### config.mk
export PLATFORM = sky130hd
export DESIGN_NAME = boot_ctrl_flat
export DESIGN_NICKNAME = d
export VERILOG_FILES = /design/src/rtl/boot_ctrl_if.sv /design/src/rtl/boot_ctrl.sv /design/src/flat_wrapper.sv
export SDC_FILE = /design/constraint.sdc
export NUM_CORES = 1
export LEC_CHECK = 0
export BUFFER_PORTS_ARGS = -buffer_cell sky130_fd_sc_hd__buf_4
export CORE_MARGIN = 2
export CORE_UTILIZATION = 49
export CTS_CLUSTER_DIAMETER = 40
export DETAILED_ROUTE_END_ITERATION = 7
export GPL_ROUTABILITY_DRIVEN = 0
export PLACE_DENSITY = 0.87
export SLEW_MARGIN = 20
export SYNTH_ARGS = -nofsm -noshare
export SYNTH_HDL_FRONTEND = slang
export SYNTH_SLANG_ARGS = --single-unit
### constraint.sdc
create_clock -name clk -period 2.24 [get_ports clk]
set_clock_uncertainty 0.2 [all_clocks]
set_input_delay 0.224 -clock clk [delete_from_list [all_inputs] [get_ports clk]]
set_output_delay 0.224 -clock clk [all_outputs]
set_load 0.005 [all_outputs]
### src/rtl/boot_ctrl_if.sv
// Load-stream and external memory write bus between boot_ctrl and its environment.
interface boot_ctrl_if;
  logic        s_valid;
  logic [31:0] s_data;
  logic        s_ready;

  logic [31:0] addr_ext;
  logic [31:0] wdata_ext;
  logic        wen_ext;
  logic        ren_ext;

  logic [31:0] addr_ext_2;
  logic [31:0] wdata_ext_2;
  logic        wen_ext_2;
  logic        ren_ext_2;

  // Controller side: consumes the stream, drives both memory ports.
  modport master (
    input  s_valid, s_data,
    output s_ready,
    output addr_ext, wdata_ext, wen_ext, ren_ext,
    output addr_ext_2, wdata_ext_2, wen_ext_2, ren_ext_2
  );

  // Environment side: produces the stream, observes both memory ports.
  modport slave (
    output s_valid, s_data,
    input  s_ready,
    input  addr_ext, wdata_ext, wen_ext, ren_ext,
    input  addr_ext_2, wdata_ext_2, wen_ext_2, ren_ext_2
  );
endinterface

### src/rtl/boot_ctrl.sv
// Boot controller: streams data then instruction memory images in,
// releases the CPU, counts run cycles and halts on the stop opcode.
module boot_ctrl #(
  parameter int unsigned IMEM_WORDS = 512,
  parameter int unsigned DMEM_WORDS = 1024,
  parameter logic [5:0]  STOP_OPC   = 6'b111110
) (
  input  logic        clk,
  input  logic        rst,
  input  logic        start,
  input  logic [5:0]  instr_opc,
  output logic        enable,
  output logic        busy,
  output logic        done,
  output logic [31:0] cycle_count,
  boot_ctrl_if.master bus
);

  localparam int unsigned MAX_WORDS = (IMEM_WORDS > DMEM_WORDS) ? IMEM_WORDS : DMEM_WORDS;
  localparam int unsigned IDX_W     = (MAX_WORDS > 1) ? $clog2(MAX_WORDS) : 1;
  localparam logic [IDX_W-1:0] DMEM_LAST = IDX_W'(DMEM_WORDS - 1);
  localparam logic [IDX_W-1:0] IMEM_LAST = IDX_W'(IMEM_WORDS - 1);

  typedef enum logic [2:0] {
    IDLE   = 3'd0,
    LOAD_D = 3'd1,
    LOAD_I = 3'd2,
    SETTLE = 3'd3,
    RUN    = 3'd4,
    HALT   = 3'd5
  } state_e;

  state_e           state_q, state_d;
  logic [IDX_W-1:0] idx_q, idx_d;
  logic [31:0]      cnt_q, cnt_d;
  logic             enable_q, enable_d;
  logic             busy_q, busy_d;
  logic             done_q, done_d;
  logic             s_ready_q, s_ready_d;
  logic             i_wen_q, i_wen_d;
  logic [31:0]      i_addr_q, i_addr_d;
  logic [31:0]      i_wdata_q, i_wdata_d;
  logic             d_wen_q, d_wen_d;
  logic [31:0]      d_addr_q, d_addr_d;
  logic [31:0]      d_wdata_q, d_wdata_d;
  logic             accept;

  // State and registered outputs; synchronous reset wins over everything.
  always_ff @(posedge clk) begin
    if (rst) begin
      state_q   <= IDLE;
      idx_q     <= '0;
      cnt_q     <= '0;
      enable_q  <= 1'b0;
      busy_q    <= 1'b0;
      done_q    <= 1'b0;
      s_ready_q <= 1'b0;
      i_wen_q   <= 1'b0;
      i_addr_q  <= '0;
      i_wdata_q <= '0;
      d_wen_q   <= 1'b0;
      d_addr_q  <= '0;
      d_wdata_q <= '0;
    end else begin
      state_q   <= state_d;
      idx_q     <= idx_d;
      cnt_q     <= cnt_d;
      enable_q  <= enable_d;
      busy_q    <= busy_d;
      done_q    <= done_d;
      s_ready_q <= s_ready_d;
      i_wen_q   <= i_wen_d;
      i_addr_q  <= i_addr_d;
      i_wdata_q <= i_wdata_d;
      d_wen_q   <= d_wen_d;
      d_addr_q  <= d_addr_d;
      d_wdata_q <= d_wdata_d;
    end
  end

  // Next state, word index, run counter and next values of all outputs.
  always_comb begin
    state_d   = state_q;
    idx_d     = idx_q;
    cnt_d     = cnt_q;
    // s_ready_q is high exactly in the load states, so it qualifies the handshake.
    accept    = bus.s_valid && s_ready_q;

    case (state_q)
      IDLE, HALT: begin
        if (start) begin
          state_d = LOAD_D;
          idx_d   = '0;
          cnt_d   = '0;
        end
      end
      LOAD_D: begin
        if (accept) begin
          if (idx_q == DMEM_LAST) begin
            state_d = LOAD_I;
            idx_d   = '0;
          end else begin
            idx_d = idx_q + IDX_W'(1);
          end
        end
      end
      LOAD_I: begin
        if (accept) begin
          if (idx_q == IMEM_LAST) begin
            state_d = SETTLE;
            idx_d   = '0;
          end else begin
            idx_d = idx_q + IDX_W'(1);
          end
        end
      end
      SETTLE: state_d = RUN;
      RUN: begin
        cnt_d = cnt_q + 32'd1;
        if (instr_opc == STOP_OPC) begin
          state_d = HALT;
        end
      end
      default: state_d = IDLE;
    endcase

    // Memory writes land one cycle after the handshake; bus idles at zero.
    d_wen_d   = accept && (state_q == LOAD_D);
    d_addr_d  = d_wen_d ? (32'(idx_q) << 2) : 32'd0;
    d_wdata_d = d_wen_d ? bus.s_data : 32'd0;
    i_wen_d   = accept && (state_q == LOAD_I);
    i_addr_d  = i_wen_d ? (32'(idx_q) << 2) : 32'd0;
    i_wdata_d = i_wen_d ? bus.s_data : 32'd0;

    s_ready_d = (state_d == LOAD_D) || (state_d == LOAD_I);
    enable_d  = (state_d == RUN);
    done_d    = (state_d == HALT);
    busy_d    = (state_d != IDLE) && (state_d != HALT);
  end

  assign enable          = enable_q;
  assign busy            = busy_q;
  assign done            = done_q;
  assign cycle_count     = cnt_q;
  assign bus.s_ready     = s_ready_q;
  assign bus.addr_ext    = i_addr_q;
  assign bus.wdata_ext   = i_wdata_q;
  assign bus.wen_ext     = i_wen_q;
  assign bus.ren_ext     = 1'b0;
  assign bus.addr_ext_2  = d_addr_q;
  assign bus.wdata_ext_2 = d_wdata_q;
  assign bus.wen_ext_2   = d_wen_q;
  assign bus.ren_ext_2   = 1'b0;

endmodule
### src/flat_wrapper.sv
// flat-port wrapper written by rule: the top's interface ports become plain ports
module boot_ctrl_flat 
#(
  parameter int unsigned IMEM_WORDS = 512,
  parameter int unsigned DMEM_WORDS = 1024,
  parameter logic [5:0]  STOP_OPC   = 6'b111110
)
  (clk, rst, start, instr_opc, enable, busy, done, cycle_count, bus_s_valid, bus_s_data, bus_s_ready, bus_addr_ext, bus_wdata_ext, bus_wen_ext, bus_ren_ext, bus_addr_ext_2, bus_wdata_ext_2, bus_wen_ext_2, bus_ren_ext_2);
  boot_ctrl_if bus_i ();
  input  logic clk;
  input  logic rst;
  input  logic start;
  input  logic [5:0] instr_opc;
  output logic enable;
  output logic busy;
  output logic done;
  output logic [31:0] cycle_count;
  input wire logic [$bits(bus_i.s_valid)-1:0] bus_s_valid;
  input wire logic [$bits(bus_i.s_data)-1:0] bus_s_data;
  output wire logic [$bits(bus_i.s_ready)-1:0] bus_s_ready;
  output wire logic [$bits(bus_i.addr_ext)-1:0] bus_addr_ext;
  output wire logic [$bits(bus_i.wdata_ext)-1:0] bus_wdata_ext;
  output wire logic [$bits(bus_i.wen_ext)-1:0] bus_wen_ext;
  output wire logic [$bits(bus_i.ren_ext)-1:0] bus_ren_ext;
  output wire logic [$bits(bus_i.addr_ext_2)-1:0] bus_addr_ext_2;
  output wire logic [$bits(bus_i.wdata_ext_2)-1:0] bus_wdata_ext_2;
  output wire logic [$bits(bus_i.wen_ext_2)-1:0] bus_wen_ext_2;
  output wire logic [$bits(bus_i.ren_ext_2)-1:0] bus_ren_ext_2;
  assign bus_i.s_valid = bus_s_valid;
  assign bus_i.s_data = bus_s_data;
  assign bus_s_ready = bus_i.s_ready;
  assign bus_addr_ext = bus_i.addr_ext;
  assign bus_wdata_ext = bus_i.wdata_ext;
  assign bus_wen_ext = bus_i.wen_ext;
  assign bus_ren_ext = bus_i.ren_ext;
  assign bus_addr_ext_2 = bus_i.addr_ext_2;
  assign bus_wdata_ext_2 = bus_i.wdata_ext_2;
  assign bus_wen_ext_2 = bus_i.wen_ext_2;
  assign bus_ren_ext_2 = bus_i.ren_ext_2;
  boot_ctrl #(.IMEM_WORDS(IMEM_WORDS), .DMEM_WORDS(DMEM_WORDS), .STOP_OPC(STOP_OPC)) u_core (.clk(clk), .rst(rst), .start(start), .instr_opc(instr_opc), .enable(enable), .busy(busy), .done(done), .cycle_count(cycle_count), .bus(bus_i));
endmodule
==> summary.md, run 1 <==
| Metric | Value |
|---|---|
| Status | `finished clean` |
| Min-delay src | `instr_opc[1]` |
| Buffers on Ports | `163` |
| Clock Power Share | `50.4%` |
| Max Fclk | `466 MHz` |
| Utilization after layout | `71.1%` |
| Main synth FF type | `dfxtp_1` |
| Clock transition at path regs | `60 ps` |
| Root Driver | `clkbuf_8` |
| Worst hold stages | `5` |
| Vias in the first global route | `4720` |
| Xor-xnor portion of the synthesized cell area | `0.160%` |
| Initial antenna violation count | `0` |
| Reg2Reg Setup Slack | `90 ps` |
| GRT Total Usage | `25.3%` |
| Number of CTS-inserted buffers | `17` |
| Die Footprint | `0.0120 mm²` |
| Crit end category | `register` |
| Post-route antenna net violation count | `0` |
| Hold Crit Class | `input pin to register` |
| R2R Path Start | `u_core.cycle_count[11]$_SDFFE_PP0P_` |
| WP data arrival | `2320 ps` |
| Grt ovf | `0` |
| Hold Fails Final Rpt | `0` |
| Worst-Margin Slew | `648 ps` |
| Post-synth EDFFs | `0` |
| Switching part of the total | `22.5%` |
| # setup viols final | `0` |
| Yosys warns | `0` |
| Commonest non-fill, non-tap cell in the layout | `buf_4` |
| Final min period | `2150 ps` |
| Chip width | `110 µm` |
| Power share of the sequential group | `44.2%` |
| Detailed placement HPWL | `9.77 mm` |
| # fillers | `738` |
| Synth cell types | `61` |
| Combinational group share of total power | `5.3%` |
| Crit Path Max Fanout | `14` |
| Register Area | `0.00271 mm²` |
| Largest family of logic cells by synthesized area | `simple AND/OR/NAND/NOR gates` |
| Syn_area_per_cell | `9.69 µm²` |
| Data required, critical path | `2420 ps` |
| Site Rows | `38` |
| Iter 0 DRT Violations | `365` |
| Via count | `5052` |
| Core ar. | `0.0109 mm²` |
| Sequential-to-total area share from yosys stat | `49.4%` |
| Synthesized area | `0.00548 mm²` |
| H-tree level count | `4` |
| Routed wire per std cell | `17.4 µm` |
| Clk_lat worst skew | `520 ps` |
| Critical path class | `register to register` |
| Area delta synth->final | `41.4%` |
| Clk sinks | `135` |
| Non-Filler Instances | `923` |
| Drt via density | `5.47` |
| CTS Buffer Depth | `2` |
| Number of detailed-route iterations in the first pass | `6` |
| FF-to-FF path depth | `4` |
| Cells after Synth | `565` |
| DR DRC count | `0` |
| Reg-to-reg endpoint | `u_core.cycle_count[24]$_SDFFE_PP0P_` |
| Leak | `3.37 nW` |
| Simple-gate share of the synthesized area | `26.5%` |
| Hold Path End | `u_core.state_q[0]$_SDFF_PP0_` |
| Crit start category | `register` |
| Adder-Cell Fraction of Synth Area | `0.457%` |
| Yosys reg bits | `135` |
| Most frequent cells in the layout | `buf_4 (182), dfxtp_1 (133), and2_1 (83)` |
| Pin count of the biggest net entering global routing | `59` |
| Die Ht | `110 µm` |
| CTS tree | `yes` |
| Diode count | `0` |
| Multi-input logic area | `0.00247 mm²` |
| Ratio of cells with drive above 1 in the final layout | `30.5%` |
| Slew HR | `56.8%` |
| Pwr dens | `711 mW/mm²` |
| Placed cells | `853` |
| Max Cap Viol | `0` |
| Synth async-reset ratio | `0%` |
| Fin. max-slew vios | `0` |
| Net Sw Power | `0.00124 W` |
| Initial Utilization | `50.3%` |
| I/O pins | `210` |
| Peak supply drop | `0.463 mV` |
| Post-synthesis compound-gate area fraction | `12.9%` |
| Int Pwr | `0.00426 W` |
| Final wirelength | `16.1 mm` |
| First-pass GRT wire length | `23.5 mm` |
| Period utilisation layout | `95.8%` |
| Final #Nets | `815` |
| Mux cell area share after synthesis | `0.823%` |
synth_stat cells, types with 2 or more instances:
| library cell | number | share of area, % |
|---|---|---|
| buf_2 | 8 | 0.73 |
| nand4_1 | 11 | 1.3 |
| o311ai_1 | 3 | 0.48 |
| or2_2 | 2 | 0.23 |
| and3_1 | 8 | 0.91 |
| nand2_1 | 18 | 1.2 |
| nor2_1 | 19 | 1.3 |
| dfxtp_1 | 135 | 49 |
| a31oi_1 | 3 | 0.34 |
| a2111o_1 | 2 | 0.41 |
| o41ai_1 | 2 | 0.32 |
| buf_6 | 2 | 0.41 |
| ha_1 | 2 | 0.46 |
| a21boi_0 | 2 | 0.27 |
| nand3b_1 | 3 | 0.41 |
| nor2b_1 | 3 | 0.34 |
| inv_1 | 10 | 0.69 |
| and2_1 | 83 | 9.5 |
| nand2b_1 | 3 | 0.34 |
| buf_4 | 47 | 6.4 |
| a21oi_1 | 37 | 3.4 |
| mux2_2 | 4 | 0.82 |
| and4_1 | 6 | 0.96 |
| or4_1 | 11 | 1.5 |
| nor3_1 | 7 | 0.64 |
| nand3_1 | 19 | 1.7 |
| o21ai_0 | 7 | 0.64 |
| o31ai_1 | 4 | 0.55 |
| o311ai_0 | 8 | 1.3 |
| or2_0 | 2 | 0.23 |
| and3b_1 | 4 | 0.64 |
| a311oi_1 | 2 | 0.32 |
| a22oi_1 | 2 | 0.27 |
| or3_1 | 12 | 1.4 |
| clkbuf_1 | 22 | 1.5 |
| or3b_1 | 2 | 0.32 |
| and4b_1 | 6 | 1.1 |
| nor3b_2 | 3 | 0.69 |
| o211ai_1 | 10 | 1.4 |
| a211oi_1 | 7 | 0.96 |
| nor4_1 | 2 | 0.23 |
| o2111ai_1 | 3 | 0.48 |
cells by family after synthesis:
logic type      count (synthesis)
simple gates                  231
flops                         135
compound gates                102
buf+inv                        89
mux                             4
fa+ha+maj                       2
other cells                     1
xor+xnor                        1
power by group through the flow:
stage,Sequential [W],Combinational [W],Clock (W)
after floorplan,0.00248,0.000170,0
after global placement,0.00248,0.000222,0
after detailed placement,0.00248,0.000228,0
after CTS,0.00243,0.000282,0.00278
after global routing,0.00243,0.000317,0.00291
final,0.00243,0.000294,0.00278
critical path: stages (launching register included):
cell      delay [ps]
dfxtp_1          450
and4_1           330
nand4_2          370
o311ai_0         530
a31oi_1          130
timing repair:
item                                   CTS  global route
buffers inserted                         0             2
endpoints found under the hold margin   72             0
cloned                                   0             1
resized for setup                        2             8
pin swaps                                0             1
hold buffers                            36             0
setup endpoints to repair                6            69
stage by stage:
step	setup slack (ps)	total power, W	hold WS, ps	TNS (ps)	instance area (µm²)
global placement	88.4	0.00270	231	0	6720
detailed placement	-24.2	0.00271	237	-37.8	6720
finish	93.1	0.00550	57.5	0	7740
floorplan	262	0.00265	146	0	5640
global route	-1.62	0.00567	83.3	-1.62	7740
CTS	16.9	0.00550	37.2	0	7680
flip-flops by register name, summed over array words and instances (netlist names), 3 cells and up:
signal and flops:
u_core.bus.addr_ext 10, u_core.bus.wdata_ext 32, u_core.bus.addr_ext_2 10, u_core.bus.wdata_ext_2 32
u_core.state_q 3, u_core.cycle_count 32, u_core.idx_q 10
final cells by class:
| type | instances | area share [%] |
|---|---|---|
| multi-input combinational | 387 | 31.9 |
| clock inverter | 14 | 2.26 |
| inverter | 10 | 0.485 |
| timing repair buffer | 220 | 22.8 |
| clock buffer | 17 | 5.35 |
| sequential | 135 | 34.9 |
| tap | 140 | 2.26 |
worst max-delay path by stage:
stage               slack, ps  cells after the start                                 from                                  end
floorplan                 260                      7   u_core.cycle_count[0]$_SDFFE_PP0P_  u_core.cycle_count[14]$_SDFFE_PP0P_
global placement           90                      5         u_core.state_q[2]$_SDFF_PP0_  u_core.cycle_count[20]$_SDFFE_PP0P_
detailed placement        -20                      5         u_core.state_q[2]$_SDFF_PP0_  u_core.cycle_count[20]$_SDFFE_PP0P_
CTS                        20                      4         u_core.state_q[0]$_SDFF_PP0_         u_core.idx_q[7]$_SDFFE_PP0P_
global route               -2                      7         u_core.state_q[2]$_SDFF_PP0_   u_core.bus.wdata_ext[6]$_SDFF_PP0_
finish                     90                      4  u_core.cycle_count[11]$_SDFFE_PP0P_  u_core.cycle_count[24]$_SDFFE_PP0P_
per-layer routing:
| layer | GRT usage (%) | wire, µm | up-vias |
|---|---|---|---|
| li1 | - | - | 2339 |
| met1 | 29.9 | 6380 | 2355 |
| met2 | 43.2 | 7850 | 315 |
| met3 | 7.88 | 1540 | 43 |
| met4 | 9.31 | 303 | 0 |
| met5 | 0 | 0 | - |
No activity file was read; power rests on OpenSTA's default activity.
==> run 2: changes to the inputs <==
--- a/config.mk
+++ b/config.mk
@@ -8,6 +8,7 @@
 export BUFFER_PORTS_ARGS = -buffer_cell sky130_fd_sc_hd__buf_4
 export CORE_MARGIN = 2
 export CORE_UTILIZATION = 49
+export CTS_BUF_LIST = sky130_fd_sc_hd__clkbuf_16
 export CTS_CLUSTER_DIAMETER = 40
 export DETAILED_ROUTE_END_ITERATION = 7
 export GPL_ROUTABILITY_DRIVEN = 0
==> summary.md, run 2 (synthesis results as in run 1) <==
| Metric | Value |
|---|---|
| Status | `finished clean` |
| Initial Utilization | `50.3% (unchanged)` |
| CTS tree | `yes` |
| Area delta synth->final | `40.8%` |
| Commonest non-fill, non-tap cell in the layout | `buf_4` |
| Worst hold stages | `4 (-1)` |
| Pwr dens | `719 mW/mm² (+1.2%)` |
| Die Footprint | `0.0120 mm² (unchanged)` |
| Hold Fails Final Rpt | `0 (unchanged)` |
| Crit start category | `register` |
| Reg-to-reg endpoint | `u_core.cycle_count[27]$_SDFFE_PP0P_` |
| Initial antenna violation count | `0 (unchanged)` |
| First-pass GRT wire length | `23.4 mm (-0.15%)` |
| Crit-path max cell delay | `440 ps (-90 ps)` |
| Buffers on Ports | `163 (unchanged)` |
| GRT Total Usage | `25.3% (-0.063 points)` |
| Detailed placement HPWL | `9.77 mm (unchanged)` |
| Final min period | `2140 ps (-10.5 ps)` |
| Drt via density | `5.41 (-1.1%)` |
| Clk_lat worst skew | `410 ps (-110 ps)` |
| Diode count | `0 (unchanged)` |
| Max Fclk | `468 MHz (+0.49%)` |
| Reg2Reg Setup Slack | `100 ps (about the same)` |
| Pin count of the biggest net entering global routing | `59 (unchanged)` |
| Vias in the first global route | `4708 (-0.25%)` |
| # setup viols final | `0 (unchanged)` |
| Hold Crit Class | `input pin to register` |
| Core ar. | `0.0109 mm² (unchanged)` |
| Crit Path Max Fanout | `28 (+14)` |
| Tot Pwr | `0.00554 W (+0.76%)` |
| Grt ovf | `0 (unchanged)` |
| Final wirelength | `15.7 mm (-2.1%)` |
| Critical path class | `register to register` |
| H-tree level count | `4 (unchanged)` |
| FF-to-FF path depth | `4 (unchanged)` |
| Site Rows | `38 (unchanged)` |
| Routed wire per std cell | `17.1 µm (-1.7%)` |
| CP max stage cell | `dfxtp_1` |
| Worst-Margin Slew | `630 ps (-17.9 ps)` |
| DR DRC count | `0 (unchanged)` |
| Hold Path End | `u_core.state_q[0]$_SDFF_PP0_` |
| Fin. max-slew vios | `0 (unchanged)` |
| Max Cap Viol | `0 (unchanged)` |
| Period utilisation layout | `95.4% (-0.47 points)` |
| Data required, critical path | `2340 ps (-80 ps)` |
| Most frequent cells in the layout | `buf_4 (182), dfxtp_1 (133), and2_1 (83)` |
| Leak | `3.36 nW (-0.52%)` |
| WP data arrival | `2240 ps (-80 ps)` |
| Crit end category | `register` |
| Via count | `4973 (-1.6%)` |
| Number of detailed-route iterations in the first pass | `5 (-1)` |
| Chip width | `110 µm (unchanged)` |
| Clk sinks | `135 (unchanged)` |
| Final #Nets | `811 (-0.49%)` |
| R2R Path Start | `u_core.cycle_count[11]$_SDFFE_PP0P_` |
| CP cell instances | `and4_1 -> nand4_4 -> nor4_1 -> mux2_2` |
| Root Driver | `clkbuf_16` |
| CTS Buffer Depth | `2 (unchanged)` |
| Bufs and invs on worst path | `0 (unchanged)` |
| Clock transition at path regs | `60 ps (about the same)` |
| Fin Hold WS | `89.5 ps (+32.0 ps)` |
| Delay-heaviest family, CP | `simple AND/OR/NAND/NOR gates` |
| Ratio of cells with drive above 1 in the final layout | `30.6% (about the same)` |
| Post-route antenna net violation count | `0 (unchanged)` |
| # fillers | `742 (+0.54%)` |
| Die Ht | `110 µm (unchanged)` |
| Slew HR | `58.0% (+1.2 points)` |
| Min-delay src | `instr_opc[0]` |
| I/O pins | `210 (unchanged)` |
| Number of CTS-inserted buffers | `17 (unchanged)` |
| Iter 0 DRT Violations | `370 (+1.4%)` |
| Peak supply drop | `0.470 mV (+1.5%)` |
[run 2: changes by cell type in the layout (fill, tap and decap cells not counted)]
cell,delta
nand4_2,-1
clkbuf_8,-1
clkbuf_16,+1
dlygate4sd3_1,-3
[run 2: power by group]
part           switching (W)  internal, W
clock                0.00107      0.00175
sequential         0.0000161      0.00242
combinational       0.000145     0.000144
[run 2: how the worst max path moves through the flow]
stage                                        start                                   to  slack, ps  depth (start not counted)
3_5_place_dp          u_core.state_q[2]$_SDFF_PP0_  u_core.cycle_count[20]$_SDFFE_PP0P_        -20                          5
4_1_cts               u_core.state_q[0]$_SDFF_PP0_         u_core.idx_q[7]$_SDFFE_PP0P_         20                          4
3_3_place_gp          u_core.state_q[2]$_SDFF_PP0_  u_core.cycle_count[20]$_SDFFE_PP0P_         90                          5
2_1_floorplan   u_core.cycle_count[0]$_SDFFE_PP0P_  u_core.cycle_count[14]$_SDFFE_PP0P_        260                          7
5_1_grt               u_core.state_q[2]$_SDFF_PP0_   u_core.bus.wdata_ext[6]$_SDFF_PP0_         -1                          7
6_report       u_core.cycle_count[11]$_SDFFE_PP0P_  u_core.cycle_count[27]$_SDFFE_PP0P_        100                          4
[run 2: timing repair]
| item | in CTS | in global routing |
|---|---|---|
| setup buffers | 0 | 2 |
| hold endpoints to repair | 65 | 0 |
| hold buffers | 33 | 0 |
| pin swaps | 0 | 1 |
| endpoints found under the setup margin | 6 | 69 |
| resized for setup | 2 | 8 |
[run 2: layout make-up]
| type | instances | area, µm² | share of cell area (%) |
|---|---|---|---|
| Sequential cell | 135 | 2710 | 35.1 |
| Multi-Input combinational cell | 386 | 2450 | 31.8 |
| Timing Repair Buffer | 217 | 1740 | 22.5 |
| Clock buffer | 17 | 425 | 5.52 |
| Clock inverter | 14 | 175 | 2.27 |
| Tap cell | 140 | 175 | 2.27 |
| Inverter | 10 | 37.5 | 0.487 |
[run 2: worst reg2reg max path: cells and delay by family, from the launching register on]
kind / cells / cell delay [ps]
multiplexers: 1 / 370
AND/OR/NAND/NOR: 3 / 1010
flip-flops: 1 / 440
[run 2: routing by layer]
metal / global-route usage (%) / vias to the layer above / part of all wire [%]
met3: 7.88 / 38 / 9.1
met2: 43.1 / 274 / 49
met1: 29.9 / 2333 / 40
met4: 9.04 / 0 / 2.0
met5: 0 / - / 0
li1: - / 2328 / -
[run 2: stage by stage]
step	TNS, ps	instance area (µm²)	setup WS (ps)	instances	util, %
floorplan	0	5640	262	610	-
global placement	0	6720	88.4	853	61.8
detailed placement	-37.8	6720	-24.2	853	61.8
CTS	0	7660	17.6	917	70.4
global route	-1.04	7710	-1.04	919	70.8
finish	0	7710	104	919	70.8
==> run 3: changes to the inputs <==
--- a/config.mk
+++ b/config.mk
@@ -12,6 +12,7 @@
 export CTS_CLUSTER_DIAMETER = 40
 export DETAILED_ROUTE_END_ITERATION = 7
 export GPL_ROUTABILITY_DRIVEN = 0
+export MAX_ROUTING_LAYER = met4
 export PLACE_DENSITY = 0.87
 export SLEW_MARGIN = 20
 export SYNTH_ARGS = -nofsm -noshare
==> summary.md, run 3 (synthesis results as in run 1) <==
| Metric | Value |
|---|---|
| Commonest non-fill, non-tap cell in the layout | `buf_4` |
| Die Footprint | `0.0120 mm² (unchanged)` |
| Critical path class | `register to register` |
| Grt ovf | `0 (unchanged)` |
| Fin. max-slew vios | `0 (unchanged)` |
| Clock Power Share | `50.9% (about the same)` |
| # fillers | `742 (unchanged)` |
| Number of CTS-inserted buffers | `17 (unchanged)` |
| Buffers on Ports | `163 (unchanged)` |
| DR DRC count | `0 (unchanged)` |
| Post-route antenna net violation count | `0 (unchanged)` |
| Crit end category | `register` |
| Detailed placement HPWL | `9.77 mm (unchanged)` |
| Initial antenna violation count | `0 (unchanged)` |
| Diode count | `0 (unchanged)` |
| Post-place instance area | `0.00672 mm² (unchanged)` |
| H-tree level count | `4 (unchanged)` |
| Combinational group share of total power | `5.2% (about the same)` |
| Most frequent cells in the layout | `buf_4 (182), dfxtp_1 (133), and2_1 (83)` |
| Chip width | `110 µm (unchanged)` |
| Crit Path Max Fanout | `28 (unchanged)` |
| Clk sinks | `135 (unchanged)` |
| Crit start category | `register` |
| I/O pins | `210 (unchanged)` |
| Final wirelength | `15.7 mm (about the same)` |
| Int Pwr | `0.00431 W (about the same)` |
| Pin count of the biggest net entering global routing | `59 (unchanged)` |
| Number of detailed-route iterations in the first pass | `4 (-1)` |
| Worst-Margin Slew | `641 ps (+11.2 ps)` |
| Area delta synth->final | `40.8% (unchanged)` |
| Tot Pwr | `0.00555 W (about the same)` |
| WP data arrival | `2220 ps (-20 ps)` |
| Vias in the first global route | `4710 (+0.042%)` |
| Leak | `3.36 nW (unchanged)` |
| Switching part of the total | `22.2% (+0.032 points)` |
| Placed cells | `853 (unchanged)` |
| Max Fclk | `471 MHz (+0.52%)` |
| Crit-path max cell delay | `440 ps (about the same)` |
| Hold Crit Class | `input pin to register` |
| Via count | `4978 (+0.10%)` |
| Hold Fails Final Rpt | `0 (unchanged)` |
| Root Driver | `clkbuf_16` |
| Final min period | `2130 ps (-11.0 ps)` |
| Drt via density | `5.42 (+0.10%)` |
| CTS Buffer Depth | `2 (unchanged)` |
| Iter 0 DRT Violations | `378 (+2.2%)` |
| CP max stage cell | `dfxtp_1` |
| # setup viols final | `0 (unchanged)` |
| Period utilisation layout | `94.9% (-0.49 points)` |
| Core ar. | `0.0109 mm² (unchanged)` |
| Net Sw Power | `0.00123 W (+0.18%)` |
| First-pass GRT wire length | `23.4 mm (-0.12%)` |
| Die Ht | `110 µm (unchanged)` |
| Final setup TNS | `0 ps (unchanged)` |
| GRT Total Usage | `26.0% (+0.70 points)` |
| Final #Nets | `811 (unchanged)` |
| Site Rows | `38 (unchanged)` |
| Slew HR | `57.3% (-0.75 points)` |
| CTS tree | `yes` |
| Pwr dens | `720 mW/mm² (about the same)` |
| CP cell instances | `and4_1 -> nand4_4 -> nor4_1 -> mux2_2` |
| Data required, critical path | `2340 ps (about the same)` |
| Power share of the sequential group | `43.9% (about the same)` |
| Routed wire per std cell | `17.1 µm (about the same)` |
| Max Cap Viol | `0 (unchanged)` |
| Fin area | `0.00771 mm² (unchanged)` |
| Clock transition at path regs | `60 ps (about the same)` |
| Initial Utilization | `50.3% (unchanged)` |
| Clk_lat worst skew | `410 ps (about the same)` |
| Ratio of cells with drive above 1 in the final layout | `30.6% (unchanged)` |
| Peak supply drop | `0.470 mV (about the same)` |
| Non-Filler Instances | `919 (unchanged)` |
| Status | `finished clean` |
-- run 3: cell counts in the layout (fill, tap and decap cells not counted) --
Identical to the previous run, type by type.
-- run 3: power by group through the flow --
| stage | Combinational [W] | Sequential (W) | Clock (W) |
|---|---|---|---|
| final | 0.000289 | 0.00243 | 0.00282 |
| after global routing | 0.000312 | 0.00243 | 0.00297 |
| after CTS | 0.000278 | 0.00243 | 0.00284 |
| after detailed placement | 0.000228 | 0.00248 | 0 |
| after global placement | 0.000222 | 0.00248 | 0 |
| after floorplan | 0.000170 | 0.00248 | 0 |
-- run 3: repair_timing --
| action | CTS | global route |
|---|---|---|
| hold endpoints to repair | 65 | 0 |
| resized for setup | 2 | 8 |
| hold buffers | 33 | 0 |
| pin swaps | 0 | 1 |
| endpoints found under the setup margin | 6 | 69 |
| setup buffers | 0 | 2 |
-- run 3: cell type report --
class / count / area (µm²) / share of cell area [%]
Inverter: 10 / 37.5 / 0.487
Multi-Input combinational cell: 386 / 2450 / 31.8
Clock buffer: 17 / 425 / 5.52
Clock inverter: 14 / 175 / 2.27
Sequential cell: 135 / 2710 / 35.1
Tap cell: 140 / 175 / 2.27
Timing Repair Buffer: 217 / 1740 / 22.5
-- run 3: worst paths after layout --
kind / start / to / slack (ps) / cells after the start
worst max-delay path: u_core.cycle_count[11]$_SDFFE_PP0P_ / u_core.cycle_count[27]$_SDFFE_PP0P_ / 110 / 4
worst min-delay path: instr_opc[0] / u_core.state_q[0]$_SDFF_PP0_ / 90 / 4
worst max register to register: u_core.cycle_count[11]$_SDFFE_PP0P_ / u_core.cycle_count[27]$_SDFFE_PP0P_ / 110 / 4
worst min register to register: u_core.cycle_count[7]$_SDFFE_PP0P_ / u_core.cycle_count[7]$_SDFFE_PP0P_ / 330 / 2
-- run 3: worst max-delay path: cells and delay by family (launching register included) --
family	cells	cell delay, ps
DFF	1	440
muxes	1	370
and+or+nand+nor	3	1000
-- run 3: stage by stage --
step	utilization (%)	hold slack [ps]	setup WS [ps]
after floorplan	-	146	262
after global placement	61.8	231	88.4
after detailed placement	61.8	237	-24.2
after CTS	70.4	78.0	17.6
after global routing	70.8	118	-4.56
final	70.8	91.9	115
-- run 3: metal layers --
layer | vias up | wire [µm] | GRT usage (%)
met5 | - | 0 | -
met4 | 0 | 314 | 9.04
met3 | 32 | 1360 | 7.88
met2 | 263 | 7760 | 43.1
met1 | 2354 | 6300 | 29.8
li1 | 2329 | - | -
